<file path="src/rtl/hazard_pkg.sv">
// Shared types for pipeline hazard control: controller FSM states and the
// per-register {en, flush} pair consumed by the datapath register wrappers.
package hazard_pkg;

  typedef enum logic [1:0] {
    INIT  = 2'd0,
    RUN   = 2'd1,
    IWAIT = 2'd2,
    DWAIT = 2'd3
  } ctrl_state_t;

  typedef struct packed {
    logic en;
    logic flush;
  } stage_ctrl_t;

  localparam stage_ctrl_t STAGE_RUN    = '{en: 1'b1, flush: 1'b0};
  localparam stage_ctrl_t STAGE_FREEZE = '{en: 1'b0, flush: 1'b0};
  localparam stage_ctrl_t STAGE_BUBBLE = '{en: 1'b0, flush: 1'b1};

endpackage

</file>
<file path="src/rtl/sat_counter.sv">
// Saturating up-counter with synchronous clear; holds at all-ones instead of
// wrapping.
module sat_counter #(
  parameter int unsigned W = 32
) (
  input  logic         clk,
  input  logic         rst_n,
  input  logic         inc,
  input  logic         clr,
  output logic [W-1:0] count
);

  logic [W-1:0] count_q, count_d;

  always_comb begin
    count_d = count_q;
    if (clr) begin
      count_d = '0;
    end else if (inc && (count_q != '1)) begin
      count_d = count_q + 1'b1;
    end
  end

  always_ff @(posedge clk or negedge rst_n) begin
    if (!rst_n) begin
      count_q <= '0;
    end else begin
      count_q <= count_d;
    end
  end

  assign count = count_q;

endmodule

</file>
<file path="src/rtl/pipeline_control.sv">
// Pipeline stall/flush controller: turns hazard, cache-miss and branch
// requests into per-stage enable/bubble controls, with miss watchdog and counters.
module pipeline_control
  import hazard_pkg::*;
#(
  parameter int unsigned MISS_TIMEOUT = 256,
  parameter int unsigned CNT_W        = 32,
  parameter int unsigned TO_W         = 9
) (
  input  logic             clk,
  input  logic             rst_n,
  input  logic             load_use_stall,
  input  logic             branch_taken,
  input  logic             icache_miss,
  input  logic             icache_ready,
  input  logic             dcache_miss,
  input  logic             dcache_ready,
  output logic             pc_en,
  output logic             if_id_en,
  output logic             if_id_flush,
  output logic             id_ex_en,
  output logic             id_ex_flush,
  output logic             ex_mem_en,
  output logic             ex_mem_flush,
  output logic             mem_wb_en,
  output logic             mem_wb_flush,
  output logic             icache_abort,
  output logic             timeout_err,
  output logic [CNT_W-1:0] stall_cycles,
  output logic [CNT_W-1:0] flush_count
);

  localparam logic [TO_W-1:0] TO_LIMIT = TO_W'(MISS_TIMEOUT);

  ctrl_state_t state_q, state_d;
  stage_ctrl_t if_id_c, id_ex_c, ex_mem_c, mem_wb_c;
  logic        pc_en_c, abort_c, redirect_c;

  logic [TO_W-1:0] wd_q, wd_d;
  logic            timeout_q, timeout_d;
  logic            in_wait;

  // State register
  always_ff @(posedge clk or negedge rst_n) begin
    if (!rst_n) begin
      state_q <= INIT;
    end else begin
      state_q <= state_d;
    end
  end

  // Next-state logic
  always_comb begin
    state_d = state_q;
    unique case (state_q)
      INIT: state_d = RUN;
      RUN: begin
        if (dcache_miss)                             state_d = DWAIT;
        else if (!branch_taken && !load_use_stall &&
                 icache_miss)                        state_d = IWAIT;
      end
      IWAIT: begin
        if (dcache_miss)                             state_d = DWAIT;
        else if (branch_taken)                       state_d = RUN;
        else if (!load_use_stall && icache_ready)    state_d = RUN;
      end
      DWAIT: begin
        if (dcache_ready)                            state_d = RUN;
      end
      default: state_d = INIT;
    endcase
  end

  // Control outputs: flush always wins over en at the consuming register
  always_comb begin
    pc_en_c    = 1'b1;
    if_id_c    = STAGE_RUN;
    id_ex_c    = STAGE_RUN;
    ex_mem_c   = STAGE_RUN;
    mem_wb_c   = STAGE_RUN;
    abort_c    = 1'b0;
    redirect_c = 1'b0;
    unique case (state_q)
      INIT: begin
        pc_en_c  = 1'b0;
        if_id_c  = STAGE_BUBBLE;
        id_ex_c  = STAGE_BUBBLE;
        ex_mem_c = STAGE_BUBBLE;
        mem_wb_c = STAGE_BUBBLE;
      end
      RUN: begin
        if (dcache_miss) begin
          pc_en_c        = 1'b0;
          if_id_c        = STAGE_FREEZE;
          id_ex_c        = STAGE_FREEZE;
          ex_mem_c       = STAGE_FREEZE;
          mem_wb_c.flush = 1'b1;
        end else if (branch_taken) begin
          if_id_c.flush = 1'b1;
          id_ex_c.flush = 1'b1;
          abort_c       = icache_miss;
          redirect_c    = 1'b1;
        end else if (load_use_stall) begin
          pc_en_c        = 1'b0;
          if_id_c        = STAGE_FREEZE;
          id_ex_c        = STAGE_FREEZE;
          ex_mem_c.flush = 1'b1;
        end else if (icache_miss) begin
          pc_en_c       = 1'b0;
          if_id_c.flush = 1'b1;
        end
      end
      IWAIT: begin
        pc_en_c       = 1'b0;
        if_id_c.flush = 1'b1;
        if (dcache_miss) begin
          if_id_c        = STAGE_FREEZE;
          id_ex_c        = STAGE_FREEZE;
          ex_mem_c       = STAGE_FREEZE;
          mem_wb_c.flush = 1'b1;
        end else if (branch_taken) begin
          pc_en_c       = 1'b1;
          id_ex_c.flush = 1'b1;
          abort_c       = 1'b1;
          redirect_c    = 1'b1;
        end else if (load_use_stall) begin
          id_ex_c.en     = 1'b0;
          ex_mem_c.flush = 1'b1;
        end else if (icache_ready) begin
          pc_en_c       = 1'b1;
          if_id_c.flush = 1'b0;
        end
      end
      DWAIT: begin
        // The fill-complete cycle releases everything immediately
        if (!dcache_ready) begin
          pc_en_c        = 1'b0;
          if_id_c        = STAGE_FREEZE;
          id_ex_c        = STAGE_FREEZE;
          ex_mem_c       = STAGE_FREEZE;
          mem_wb_c.flush = 1'b1;
        end
      end
      default: begin
        pc_en_c = 1'b0;
      end
    endcase
  end

  assign pc_en        = pc_en_c;
  assign if_id_en     = if_id_c.en;
  assign if_id_flush  = if_id_c.flush;
  assign id_ex_en     = id_ex_c.en;
  assign id_ex_flush  = id_ex_c.flush;
  assign ex_mem_en    = ex_mem_c.en;
  assign ex_mem_flush = ex_mem_c.flush;
  assign mem_wb_en    = mem_wb_c.en;
  assign mem_wb_flush = mem_wb_c.flush;
  assign icache_abort = abort_c;

  // Watchdog counter parks at the limit so it never wraps during a long hang
  always_comb begin
    in_wait   = (state_q == IWAIT) || (state_q == DWAIT);
    wd_d      = '0;
    timeout_d = timeout_q;
    if (in_wait) begin
      wd_d = (wd_q == TO_LIMIT) ? wd_q : wd_q + 1'b1;
      if (wd_d == TO_LIMIT) begin
        timeout_d = 1'b1;
      end
    end
  end

  always_ff @(posedge clk or negedge rst_n) begin
    if (!rst_n) begin
      wd_q      <= '0;
      timeout_q <= 1'b0;
    end else begin
      wd_q      <= wd_d;
      timeout_q <= timeout_d;
    end
  end

  assign timeout_err = timeout_q;

  sat_counter #(.W(CNT_W)) u_stall_cnt (
    .clk   (clk),
    .rst_n (rst_n),
    .inc   ((state_q != INIT) && !pc_en_c),
    .clr   (1'b0),
    .count (stall_cycles)
  );

  sat_counter #(.W(CNT_W)) u_flush_cnt (
    .clk   (clk),
    .rst_n (rst_n),
    .inc   (redirect_c),
    .clr   (1'b0),
    .count (flush_count)
  );

endmodule

</file>
<file path="config.mk">
export PLATFORM = sky130hd
export DESIGN_NAME = pipeline_control
export DESIGN_NICKNAME = d
export VERILOG_FILES = /design/src/rtl/hazard_pkg.sv /design/src/rtl/sat_counter.sv /design/src/rtl/pipeline_control.sv
export SDC_FILE = /design/constraint.sdc
export NUM_CORES = 1
export LEC_CHECK = 0
export ABC_CLOCK_PERIOD_IN_PS = 2800
export CAP_MARGIN = 10
export CORE_AREA = 2 2 94 96
export CTS_CLUSTER_SIZE = 16
export DETAILED_ROUTE_END_ITERATION = 6
export DIE_AREA = 0 0 96 98
export MAX_ROUTING_LAYER = met4
export PLACE_DENSITY = 0.86
export SLEW_MARGIN = 20
export SYNTH_ARGS = -nofsm -noshare
export SYNTH_HDL_FRONTEND = slang
export SYNTH_SLANG_ARGS = --single-unit
</file>
<file path="constraint.sdc">
create_clock -name clk -period 2.8 [get_ports clk]
set_input_delay 0.56 -clock clk [delete_from_list [all_inputs] [get_ports clk]]
set_output_delay 0.56 -clock clk [all_outputs]
set_load 0.01 [all_outputs]
</file>
==> results.md, run 1 <==
* Drt pass-1 iters at 5
* Gp weighted congestion at 0.934
* Die H at 98 µm
* Buffers on Ports at 82
* Most frequent cells in the layout: 79 x clkdlybuf4s50_1, 76 x dfrtp_1, 39 x xor2_1
* Clock Latency Late Sink at 0.34 ns
* Drt wl/cell at 15.8 µm
* Leak Pwr at 2.29 nW
* CP Launch Type: primary input
* FF-to-FF setup slack at 0.28 ns
* Initial Utilization at 48.4%
* Dpl ws at 0.0239 ns
* Num CTS Buffers at 9
* Setup WS post-layout at 0.0517 ns
* Initial antenna violation count at 0
* Placed insts at 606
* CTS Hold Buffers Added at 0
* Root Buffer: clkbuf_8
* CP Capture Type: output port
* CTS tree: yes
* Area delta synth->final at 29.7%
* Fmax at 364 MHz
* Skew final at 0.00804 ns
* Clock sink total at 76
* Fill count at 683
* Hold WC Path Type: in -> async
* Synth Cell Area at 4100 µm²
* Asr flop ratio synth at 100%
* Worst r2r dst: u_stall_cnt.count[26]
* Via density at 5.76
* Final cell count without fillers at 622
* NumNets Final at 526
* Final setup viols at 0
* EDFF count, synth at 0
* Core area at 8470 µm²
* WP data required at 2.24 ns
* CP Class: in -> out
* R2R cell count at 6
* Cell Rows at 34
* Avg Inst Size Synth at 9.74 µm²
* CTS max path bufs at 2
* PD cells at 659 nW/µm²
* First-pass GRT wire length at 16.6 mm
* Ys Warns at 0
* GRT Total Usage at 22.5%
* DP Wirelength at 6.86 mm
* Post-synth top flop: dfrtp_1
* Outcome: finished clean
* Ports at 83
* Final Hold Violating Endpoints at 0
* Die Width at 96 µm
* Max VDD drop at 0.473 mV
* Crit path time final at 2.75 ns
* Htree depth at 3
* Sequential-to-total area share from yosys stat at 46.4%
* Net count after synthesis at 438
* RSZ-0062 raised after global routing: true
* Drt total wl at 9.81 mm
* Layout cells sized above 1 at 8.56%
* Worst r2r src: u_stall_cnt.count[1]
* Die area at 9410 µm²
* Post-route ant nets at 0
* Yosys cell types at 47
* Largest net degree at the start of global routing at 77
* Synth Instances at 421
* Slew Viols, Final at 0
* DR vias at 3582
* Total of max-cap violations at 0
* Final period util at 98.2%
* CP arrival at 2.19 ns
* Most common cell after layout, fill and taps aside: clkdlybuf4s50_1
* N_diodes at 0
* Worst slew pin tran at 0.936 ns
* Grt ovf at 0
* DRT iter0 DRCs at 168
* Largest fanout on the critical path at 10
* Clock slew at reported path FFs at 0.08 ns
* Vias in the first global route at 3550
* Remaining DRCs at 0
* #FFs+latches synth at 76
* Relative slew margins at 37.6%
-- cell usage after synthesis, types with 4 or more instances --
cell type	instances	area share (%)
dfrtp_1	76	46
xor2_1	39	8.3
nand2_1	33	3.0
nor2_1	28	2.6
xnor2_1	27	5.8
nand3_1	24	2.9
nand4_1	22	3.4
nor4_1	22	3.4
nor3_1	20	2.4
inv_1	15	1.4
a21oi_1	14	1.7
clkbuf_1	12	1.1
ha_1	9	2.7
or3_1	9	1.4
o21ai_0	8	0.98
and3_1	6	0.92
nor3b_1	5	0.92
nand2b_1	4	0.61
nor2b_1	4	0.61
-- repair_timing --
item                       in CTS  in global routing
resized for setup               1                 13
setup endpoints to repair       1                  6
buffers inserted                0                  0
cloned                          0                  0
-- registers in the layout (all words and copies together) (netlist names) --
signal             count
u_flush_cnt.count     32
u_stall_cnt.count     32
wd_q                   9
state_q                2
timeout_err            1
-- cells by family after synthesis --
group | Yosys count | share of synthesized area [%]
mux | 5 | 1.31
fa+ha+maj | 9 | 2.75
xor+xnor | 66 | 14.1
compound gates | 36 | 5.40
flops | 76 | 46.4
simple gates | 201 | 27.3
buf+inv | 28 | 2.75
-- how the worst max path moves through the flow --
stage,from,endpoint,cells after the start
2_1_floorplan,state_q[0],u_flush_cnt.count[27],8
3_3_place_gp,branch_taken,u_flush_cnt.count[27],6
3_5_place_dp,branch_taken,u_flush_cnt.count[27],6
4_1_cts,state_q[0],pc_en,6
5_1_grt,state_q[1],id_ex_en,5
6_report,dcache_miss,id_ex_en,6
-- report_power, final --
group | switching [mW] | internal (mW) | leakage [nW]
Sequential | 0.175 | 1.22 | 1.02
Combinational | 0.643 | 0.618 | 1.16
Clock | 0.394 | 0.458 | 0.102
Total | 1.21 | 2.29 | 2.29
-- final cells by class --
type | instances | area [µm²] | area share [%]
timing repair buffer | 90 | 883 | 16.6
sequential | 76 | 1900 | 35.8
multi-input combinational | 317 | 2140 | 40.2
inverter | 15 | 56.3 | 1.06
tap | 108 | 135 | 2.54
clock buffer | 12 | 155 | 2.92
clock inverter | 4 | 47.5 | 0.894
-- metal layers --
layer	vias to the layer above	track usage [%]	routed length (µm)
li1	1695	-	-
met1	1744	28.6	4220
met2	127	36.8	4950
met3	16	3.86	529
met4	0	6.37	111
met5	-	-	0
-- critical path: stages --
cell             delay, ns
clkdlybuf4s50_1       0.42
buf_4                 0.18
nand2b_1              0.17
a21oi_1               0.17
nor2b_1               0.15
clkdlybuf4s50_1       0.54
-- metrics by stage --
| stage | utilization, % | hold WS (ns) | setup TNS [ns] | area (µm²) | total power, mW |
|---|---|---|---|---|---|
| final | 62.8 | 0.343 | 0 | 5320 | 3.50 |
| after global routing | 62.8 | 0.442 | -0.0396 | 5320 | 3.71 |
| after CTS | 62.3 | 0.388 | 0 | 5270 | 3.48 |
| after detailed placement | 59.9 | 0.460 | 0 | 5070 | 2.62 |
| after global placement | 59.9 | 0.460 | 0 | 5070 | 2.57 |
| after floorplan | - | 0.264 | 0 | 4100 | 2.04 |
Power figures use the tool's default switching activity.
==> inputs of run 2 (changes only) <==
--- a/config.mk
+++ b/config.mk
@@ -13,7 +13,6 @@
 export DIE_AREA = 0 0 96 98
 export MAX_ROUTING_LAYER = met4
 export PLACE_DENSITY = 0.86
-export SLEW_MARGIN = 20
 export SYNTH_ARGS = -nofsm -noshare
 export SYNTH_HDL_FRONTEND = slang
 export SYNTH_SLANG_ARGS = --single-unit
==> results of run 2 <==
No change in the layout: final DEF, timing and power equal those of run 1.
